File: src/rtl/counter_bus_seq_if.sv
// Bus sequencer port bundle: raw control pins, shared-bus input path, datapath strobes, status.
// Latency: none (signal grouping only).
// Backpressure: none; the sequencer side is the slave, its driver or observer is the master.
interface counter_bus_seq_if;
  // Raw control pins, asynchronous to the core clock
  logic       run_in;
  logic       load_in;
  logic       oe_in;
  // Shared bidirectional bus, input path
  logic [7:0] uio_in;
  // Datapath strobes
  logic       cnt_en;
  logic       cnt_load;
  logic [7:0] load_value;
  // Bus drive enables and status
  logic [7:0] uio_oe;
  logic [7:0] cap_q;
  logic       busy;
  logic       ld_ovf;

  modport slave (
    input  run_in, load_in, oe_in, uio_in,
    output cnt_en, cnt_load, load_value, uio_oe, cap_q, busy, ld_ovf
  );

  modport master (
    output run_in, load_in, oe_in, uio_in,
    input  cnt_en, cnt_load, load_value, uio_oe, cap_q, busy, ld_ovf
  );
endinterface

File: src/rtl/counter_bus_seq.sv
// Bus turnaround sequencer: on a load edge, releases the shared bus, captures it, then re-drives it.
// Latency: load pin edge -> RELEASE after 3 edges; capture strobe TURNAROUND cycles after that.
// Backpressure: none; one load request queues while busy, any further request is dropped and flagged.
module counter_bus_seq #(
  parameter int unsigned TURNAROUND    = 1,    // idle cycles before capture and before re-drive (1..3)
  parameter bit          DEFAULT_EN    = 1'b1, // counting allowed even with run_in low
  parameter bit          DEFAULT_DRIVE = 1'b1  // bus driven in DRIVE even with oe_in low
) (
  input logic              clk,
  input logic              rst_n,
  counter_bus_seq_if.slave bus
);

  typedef enum logic [1:0] {
    ST_DRIVE   = 2'd0,
    ST_RELEASE = 2'd1,
    ST_CAPTURE = 2'd2,
    ST_RECOVER = 2'd3
  } state_e;

  // Turnaround counter reload: a count of N-1 down to 0 gives exactly N cycles in a timed state.
  localparam logic [1:0] TA_RELOAD = TURNAROUND[1:0] - 2'd1;

  // Synchronizer chains for the asynchronous control pins
  logic       run_s1_q, run_s2_q;
  logic       oe_s1_q, oe_s2_q;
  logic       load_s1_q, load_s2_q, load_s3_q;

  // Sequencer state and registered outputs
  state_e     state_q;
  logic [1:0] tcnt_q;
  logic       pend_q;
  logic       ld_ovf_q;
  logic [7:0] cap_q_q;
  logic       busy_q;
  logic       cnt_load_q;
  logic       drive_q;

  logic       load_rise;
  logic       run_eff;
  logic       oe_eff;

  // Two-flop synchronizers for all pins, plus a third load stage for rising-edge detection
  always_ff @(posedge clk) begin
    if (!rst_n) begin
      run_s1_q  <= 1'b0;
      run_s2_q  <= 1'b0;
      oe_s1_q   <= 1'b0;
      oe_s2_q   <= 1'b0;
      load_s1_q <= 1'b0;
      load_s2_q <= 1'b0;
      load_s3_q <= 1'b0;
    end else begin
      run_s1_q  <= bus.run_in;
      run_s2_q  <= run_s1_q;
      oe_s1_q   <= bus.oe_in;
      oe_s2_q   <= oe_s1_q;
      load_s1_q <= bus.load_in;
      load_s2_q <= load_s1_q;
      load_s3_q <= load_s2_q;
    end
  end

  // One-cycle pulse per synchronized rising edge of the load pin
  assign load_rise = load_s2_q & ~load_s3_q;

  // Parameter overrides force the enables on regardless of the pins
  assign run_eff = DEFAULT_EN | run_s2_q;
  assign oe_eff  = DEFAULT_DRIVE | oe_s2_q;

  // Sequencer FSM with request queue, overflow flag, capture register and registered status outputs.
  // run/oe never enter this block, so they cannot perturb sequence timing.
  always_ff @(posedge clk) begin
    if (!rst_n) begin
      state_q    <= ST_DRIVE;
      tcnt_q     <= 2'd0;
      pend_q     <= 1'b0;
      ld_ovf_q   <= 1'b0;
      cap_q_q    <= 8'h00;
      busy_q     <= 1'b0;
      cnt_load_q <= 1'b0;
      drive_q    <= 1'b1;
    end else begin
      // Request bookkeeping outside DRIVE: first edge queues, a further edge is lost and flagged.
      // In DRIVE the edge is consumed by the departure below (including when one was already queued).
      if (load_rise && (state_q != ST_DRIVE)) begin
        if (pend_q) begin
          ld_ovf_q <= 1'b1;
        end else begin
          pend_q <= 1'b1;
        end
      end

      case (state_q)
        ST_DRIVE: begin
          if (load_rise || pend_q) begin
            state_q <= ST_RELEASE;
            tcnt_q  <= TA_RELOAD;
            pend_q  <= 1'b0;
            busy_q  <= 1'b1;
            drive_q <= 1'b0;
          end
        end

        ST_RELEASE: begin
          if (tcnt_q == 2'd0) begin
            state_q    <= ST_CAPTURE;
            cnt_load_q <= 1'b1;
          end else begin
            tcnt_q <= tcnt_q - 2'd1;
          end
        end

        ST_CAPTURE: begin
          // Bus value sampled at the closing edge of the single capture cycle
          cap_q_q    <= bus.uio_in;
          state_q    <= ST_RECOVER;
          tcnt_q     <= TA_RELOAD;
          cnt_load_q <= 1'b0;
        end

        ST_RECOVER: begin
          if (tcnt_q == 2'd0) begin
            state_q <= ST_DRIVE;
            busy_q  <= 1'b0;
            drive_q <= 1'b1;
          end else begin
            tcnt_q <= tcnt_q - 2'd1;
          end
        end

        default: begin
          state_q    <= ST_DRIVE;
          tcnt_q     <= 2'd0;
          busy_q     <= 1'b0;
          cnt_load_q <= 1'b0;
          drive_q    <= 1'b1;
        end
      endcase
    end
  end

  // Output decode: load beats increment; bus only driven from DRIVE when output-enabled
  assign bus.cnt_load   = cnt_load_q;
  assign bus.load_value = cnt_load_q ? bus.uio_in : 8'h00;
  assign bus.cnt_en     = run_eff & ~cnt_load_q;
  assign bus.uio_oe     = (drive_q && oe_eff) ? 8'hFF : 8'h00;
  assign bus.cap_q      = cap_q_q;
  assign bus.busy       = busy_q;
  assign bus.ld_ovf     = ld_ovf_q;

endmodule

File: src/flat_wrapper.sv
// flat-port wrapper written by rule: the top's interface ports become plain ports
module counter_bus_seq_flat 
#(
  parameter int unsigned TURNAROUND    = 1,                                                            
  parameter bit          DEFAULT_EN    = 1'b1,                                         
  parameter bit          DEFAULT_DRIVE = 1'b1                                            
)
  (clk, rst_n, bus_run_in, bus_load_in, bus_oe_in, bus_uio_in, bus_cnt_en, bus_cnt_load, bus_load_value, bus_uio_oe, bus_cap_q, bus_busy, bus_ld_ovf);
  counter_bus_seq_if bus_i ();
  input logic clk;
  input logic rst_n;
  input wire logic [$bits(bus_i.run_in)-1:0] bus_run_in;
  input wire logic [$bits(bus_i.load_in)-1:0] bus_load_in;
  input wire logic [$bits(bus_i.oe_in)-1:0] bus_oe_in;
  input wire logic [$bits(bus_i.uio_in)-1:0] bus_uio_in;
  output wire logic [$bits(bus_i.cnt_en)-1:0] bus_cnt_en;
  output wire logic [$bits(bus_i.cnt_load)-1:0] bus_cnt_load;
  output wire logic [$bits(bus_i.load_value)-1:0] bus_load_value;
  output wire logic [$bits(bus_i.uio_oe)-1:0] bus_uio_oe;
  output wire logic [$bits(bus_i.cap_q)-1:0] bus_cap_q;
  output wire logic [$bits(bus_i.busy)-1:0] bus_busy;
  output wire logic [$bits(bus_i.ld_ovf)-1:0] bus_ld_ovf;
  assign bus_i.run_in = bus_run_in;
  assign bus_i.load_in = bus_load_in;
  assign bus_i.oe_in = bus_oe_in;
  assign bus_i.uio_in = bus_uio_in;
  assign bus_cnt_en = bus_i.cnt_en;
  assign bus_cnt_load = bus_i.cnt_load;
  assign bus_load_value = bus_i.load_value;
  assign bus_uio_oe = bus_i.uio_oe;
  assign bus_cap_q = bus_i.cap_q;
  assign bus_busy = bus_i.busy;
  assign bus_ld_ovf = bus_i.ld_ovf;
  counter_bus_seq #(.TURNAROUND(TURNAROUND), .DEFAULT_EN(DEFAULT_EN), .DEFAULT_DRIVE(DEFAULT_DRIVE)) u_core (.clk(clk), .rst_n(rst_n), .bus(bus_i));
endmodule
File: config.mk
export PLATFORM = sky130hd
export DESIGN_NAME = counter_bus_seq_flat
export DESIGN_NICKNAME = d
export VERILOG_FILES = /design/src/rtl/counter_bus_seq_if.sv /design/src/rtl/counter_bus_seq.sv /design/src/flat_wrapper.sv
export SDC_FILE = /design/constraint.sdc
export NUM_CORES = 1
export LEC_CHECK = 0
export CAP_MARGIN = 20
export CORE_AREA = 8 8 59 61
export CTS_CLUSTER_SIZE = 28
export DETAILED_ROUTE_END_ITERATION = 10
export DIE_AREA = 0 0 67 69
export PLACE_DENSITY = 0.84
export SLEW_MARGIN = 20
export SYNTH_ARGS = -nofsm -noshare
export SYNTH_HDL_FRONTEND = slang
export SYNTH_SLANG_ARGS = --single-unit
File: constraint.sdc
create_clock -name clk -period 1.8 [get_ports clk]
set_input_delay 0.36 -clock clk [delete_from_list [all_inputs] [get_ports clk]]
set_output_delay 0.36 -clock clk [all_outputs]
set_load 0.005 [all_outputs]
# Word-level counts from Yosys, hierarchy flattened
# Cells that the tools add are included.
[word_totals]
elab_cells = 54
reg_bits = 20
latchBits = 0
input_bits = 13
mem_bits_ro = 0
mem_bits_rw = 0
output_inout_bits = 28
n_memories = 0
[op_classes]
mul = 0
mux = 19
shifts = 0
magnitude_cmp = 0
addsub = 1
eq_ne = 7
reduce_logical = 13
n_div = 0
bitwise_logic = 3
[op_table]
columns = ["cell", "count"]
rows = [
  ["$mux W8", 2],
  ["$mux W2", 5],
  ["$pmux W2 S4", 1],
  ["$mux W1", 7],
  ["$ne A2 B1 Y1 const B", 3],
  ["$pmux W1 S2", 3],
  ["$pmux W2 S3", 1],
  ["$reduce_and A2 Y1", 3],
  ["$reduce_and A3 Y1", 2],
  ["$reduce_bool A2 Y1", 3],
  ["$eq A2 B2 Y1 const B", 2],
  ["$logic_not A2 Y1", 2],
  ["$eq A2 B1 Y1 const B", 1],
  ["$ne A2 B2 Y1 const B", 1],
  ["$not A1 Y1", 2],
  ["$reduce_or A2 Y1", 1],
  ["$sub A2 B1 Y2 const B", 1],
  ["$and A1 B1 Y1", 1],
  ["$logic_and A1 B1 Y1", 1],
  ["$logic_or A1 B1 Y1", 1],
]

# Depth between registers and ports, before layout
[depth]
word_depth = 6
ltp_mapped = 5
ltp_nobuf = 5

# Worst setup path after synthesis
# OpenSTA, ideal clock, no wires.
[synth_path]
path_kind = "register to register"
startpoint = "reg u_core.state_q[0]"
endpoint = "reg u_core.tcnt_q[1]"
stages_incl_launch_ff = 6
path_buffers = 0
setup_time_ns = 0.070
t_required_ns = 1.730
setup_slack_ns = 0.391
t_arrival_ns = 1.339
period_less_slack_ns = 1.409
cell_sequence = "dfxtp_1 inv_1 ha_1 nor2b_4 a2111oi_1 o2bb2ai_1"
[synth_between]
elab_chain_len = 4
elab_cells_between_ends = 9
classes_between = "eq/ne (5); mux (1); reduce/logical (3)"
[synth_rtl]
columns = ["element", "line", "source"]
rows = [
  ["start, declared", "counter_bus_seq.sv:30", "state_e state_q;"],
  ["start signal, assigned", "counter_bus_seq.sv:75", "state_q <= ST_DRIVE;"],
  ["start signal, assigned", "counter_bus_seq.sv:97", "state_q <= ST_RELEASE;"],
  ["start signal, assigned", "counter_bus_seq.sv:107", "state_q <= ST_CAPTURE;"],
  ["$eq A2 B1 Y1 or $eq A2 B2 Y1 (tied branches)", "counter_bus_seq.sv:94", "case (state_q)"],
  ["$reduce_or A2 Y1 (no source line)", "-", ""],
  ["$ne A2 B2 Y1 (no source line)", "-", ""],
  ["$reduce_and A2 Y1 (no source line)", "-", ""],
  ["end signal, assigned", "counter_bus_seq.sv:110", "tcnt_q <= tcnt_q - 2'd1;"],
  ["end signal, assigned", "counter_bus_seq.sv:128", "tcnt_q <= tcnt_q - 2'd1;"],
  ["end, declared", "counter_bus_seq.sv:31", "logic [1:0] tcnt_q;"],
]
# Several ways; a longest one is shown, not always the timed one.
# A chain may end at the register's enable or synchronous reset.

# Worst setup path in the final report
# Ends and elaborated chain as after synthesis.

==> run_results.csv <==
group,metric,value,unit
worst_hold_path,path_class_of_the_lowest_slack_min_delay_path,"reg2reg",
cells_and_area,ant_diodes,0,
cts,tritoncts_buffers,3,
pwr,power_density,1140,nW/um^2
grt,gr-total-overflow,0,
grt,antenna_found_initial,0,
routing,route.final.wire_length,2180,um
worst_setup_path,timing.rr.end,"u_core.tcnt_q[1]",
pwr,clock_power_share,12.9,%
cells_and_area,finish.net_count,159,
worst_setup_path,worst_setup_path_start_kind,"register",
timing,clock_skew,0.00313,ns
worst_hold_path,worst_hold_path.endpoint,"u_core.load_s2_q",
cts,tritoncts,"built",
routing,route.detailed.drc,0,
synthesis,synthesized_flop_and_latch_total,20,
routing,drt-wirelength-per-cell,13.0,um
synthesis,syn_area_per_cell,9.88,sq um
worst_setup_path,end_kind,"register",
grt,busiest_layer,"met2",
grt,global_route_met3_usage,6.62,%
grt,grtUsageMet2,15.0,%
cts,cts.hold.buffers_added,0,
cts,maximum_clock_path_buffer_count,2,
pwr,switching_power,0.000532,W
timing,final_period_minus_worst_setup_slack,1.63,ns
pwr,vdd.ir_drop.worst,718,uV
routing,route.vias.total,788,
worst_setup_path,regToRegSetupSlack,0.17,ns
die,initial_core_util,39.7,%
cts,clkLatencyLatePin,0.30,ns
die,fp-row-count,19,
grt,first_global_vias,881,
pwr,logic_gate_share_of_total_power,49.7,%
timing,min_period_over_period,90.3,%
run,maxCapViolCount,0,
placement,place.gp.congestion,0.850,
cells_and_area,filler_cell_count,240,
cells_and_area,final_cells,168,
pwr,power.share.switching,33.0,%
synthesis,syn-cell-area,1040,sq um
worst_setup_path,cp_data_arrival_time,1.86,ns
timing,final_report_hold_violation_count,0,
grt,groute.layer.met1.usage,9.79,%
timing,finalMaxSlewViolations,0,
timing,max-slew-margin-rel,74.3,%
worst_setup_path,critical-path-slowest-cell,"sky130_fd_sc_hd__dfxtp_1",
timing,highest_attainable_clock_frequency,615,MHz
routing,count_of_routing_violations_after_the_opening_detailed_route_iteration,11,
timing,grt_setup_unrepaired,"no",
die,dieArea,4620,sq um
worst_setup_path,worst-endpoint-required,2.04,ns
die,die_x,67,um
synthesis,synthesis.instances,105,
routing,ant_nets,0,
placement,port_buffers,38,
cts,cts.sinks,20,
worst_setup_path,timing.critical_path.fanout_max,6,
cells_and_area,fin_area,1410,sq um
synthesis,synth_fp_nets,125,
grt,grt.total_usage,9.81,%
worst_hold_path,min_from,"u_core.load_s1_q",
cells_and_area,layout-drive-gt1-share,8.03,%
worst_setup_path,critPathKind,"reg2reg",
grt,grt_first_pass_wirelength,3670,um
cts,cts.htree.levels,1,
cts,post_cts_buffers,0,
worst_setup_path,timing.reg2reg.worst_path_depth,5,
pwr,share_seq_of_total_power,37.4,%
grt,grt_max_degree,27,
timing,finalHoldWorstSlack,0.455,ns
worst_setup_path,cp_slowest_stage_delay,0.45,ns
worst_hold_path,hold_depth,1,
routing,avgViaCountPerCell,4.69,
pwr,total_leakage_power,0.569,nW
worst_setup_path,worst_r2r_src,"u_core.state_q[0]",
cells_and_area,layout-area-overhead-vs-synth,36.3,%
placement,dp_cells,165,
synthesis,synth_warnings,0,
worst_setup_path,path_cells,"inv_1, ha_1, nor2b_4, a2111oi_1, o2bb2ai_1",
synthesis,ys_seq_area_share,38.6,%
placement,dp_slack,-0.0475,ns
cts,clk_transition_reported_paths,0.11,ns
placement,dp_hpwl,1670,um
timing,worst-slew-pin-transition,0.384,ns
routing,detail_route.first_pass.iterations,3,
synthesis,synth_cell_types,25,
run_status,run_status,"complete, no violations",
cts,clock-root-buffer,"sky130_fd_sc_hd__clkbuf_4",
placement,placement.cell_area,1400,sq um
timing,finalSetupViolations,0,
pwr,cellInternalPower,0.00108,W
timing,final_critical_path_setup_slack,0.174,ns
die,boundaryPins,41,
die,placeableCoreArea,2620,sq um
die,dieHeight,69,um
-- cells in the mapped netlist (all sizes together) --
library cell	count	area, sq um
a2111oi	1	10.0
a21oi	1	5.00
a221oi	1	26.3
a2bb2oi	2	17.5
and2	11	68.8
and2b	1	7.51
buf	9	65.1
clkbuf	2	7.51
dfxtp	20	400
ha	7	87.6
inv	6	22.5
mux2i	13	130
nand2	7	26.3
nand2b	3	26.3
nand3	1	5.00
nor2	3	11.3
nor2b	11	76.3
nor3b	2	15.0
o21a	2	15.0
o21ai	1	5.00
o2bb2ai	1	8.76
-- state kept, by name, indices dropped and copies added (netlist names) --
name / cells
u_core.state_q: 2
u_core.bus.cap_q: 8
u_core.bus.busy: 1
u_core.tcnt_q: 2
u_core.load_s1_q: 1
u_core.drive_q: 1
u_core.load_s3_q: 1
u_core.pend_q: 1
u_core.load_s2_q: 1
u_core.bus.ld_ovf: 1
u_core.bus.cnt_load: 1
-- power groups by stage --
stage	logic [W]	clock network, W	registers [W]
finish	0.000803	0.000208	0.000604
global route	0.000886	0.000236	0.000621
CTS	0.000816	0.000219	0.000605
detailed placement	0.000837	0	0.000613
global placement	0.000824	0	0.000606
floorplan	0.000521	0	0.000599
-- placed cells by master (no fill, tap or decap), types with 3 or more instances in the layout --
cell / instances
sky130_fd_sc_hd__clkdlybuf4s50_1: 30
sky130_fd_sc_hd__inv_1: 5
sky130_fd_sc_hd__and2_1: 11
sky130_fd_sc_hd__clkbuf_4: 3
sky130_fd_sc_hd__nand2_1: 7
sky130_fd_sc_hd__ha_1: 7
sky130_fd_sc_hd__mux2i_1: 13
sky130_fd_sc_hd__dfxtp_1: 18
sky130_fd_sc_hd__nor2_1: 3
sky130_fd_sc_hd__dlygate4sd2_1: 8
sky130_fd_sc_hd__nor2b_1: 10
-- stage by stage --
stage	power, W	utilization [%]	setup TNS, ns
4_1_cts	0.00164	54.0	0
2_1_floorplan	0.00112	-	0
5_1_grt	0.00174	54.1	0
3_3_place_gp	0.00143	53.5	-0.117
3_5_place_dp	0.00145	53.5	-0.199
6_report	0.00161	54.1	0
-- final cells by class --
class / instances / area (sq um) / area share (%)
clock buffers: 3 / 22.5 / 1.59
inverters: 6 / 22.5 / 1.59
multi-input cells: 68 / 542 / 38.3
flip-flops and latches: 20 / 403 / 28.5
well taps: 31 / 38.8 / 2.74
repair buffers: 40 / 385 / 27.3
-- worst max-delay path: cells and delay by family, from the launching register on --
| kind | cells | cell delay (ns) |
|---|---|---|
| buffers and inverters | 1 | 0.12 |
| flip-flops | 1 | 0.45 |
| adder cells (fa/ha/maj) | 1 | 0.25 |
| AO/OA/AOI/OAI | 2 | 0.60 |
| AND/OR/NAND/NOR | 1 | 0.15 |
-- worst max-delay path by stage --
stage / from / end / slack, ns / cells past startpoint
floorplan: u_core.state_q[0] / u_core.tcnt_q[1] / 0.39 / 5
finish: u_core.state_q[0] / u_core.tcnt_q[1] / 0.17 / 5
global route: u_core.state_q[0] / u_core.tcnt_q[1] / 0.10 / 5
global placement: bus_uio_in[0] / bus_load_value[0] / -0.02 / 3
detailed placement: bus_uio_in[3] / bus_load_value[3] / -0.05 / 3
CTS: u_core.drive_q / bus_uio_oe[3] / 0.09 / 1
-- logic make-up after synthesis --
kind of cell,count (synthesis),share of synthesized area (%)
fa+ha+maj,7,8.44
mux,13,12.5
flops,20,38.6
buf+inv,17,9.17
compound gates,9,8.44
simple gates,39,22.8
-- what timing repair did --
item / 4_1_cts / 5_1_grt
resized for setup: 9 / 1
pin swaps: 0 / 0
endpoints found under the setup margin: 8 / 2
-- layer usage --
metal / part of all wire [%] / routed length, um / vias up
met5: 0 / 0 / -
met4: 1.4 / 31 / 0
met3: 15 / 319 / 4
met2: 43 / 943 / 36
met1: 41 / 883 / 348
li1: - / - / 400
No activity file was read; power rests on OpenSTA's default activity.
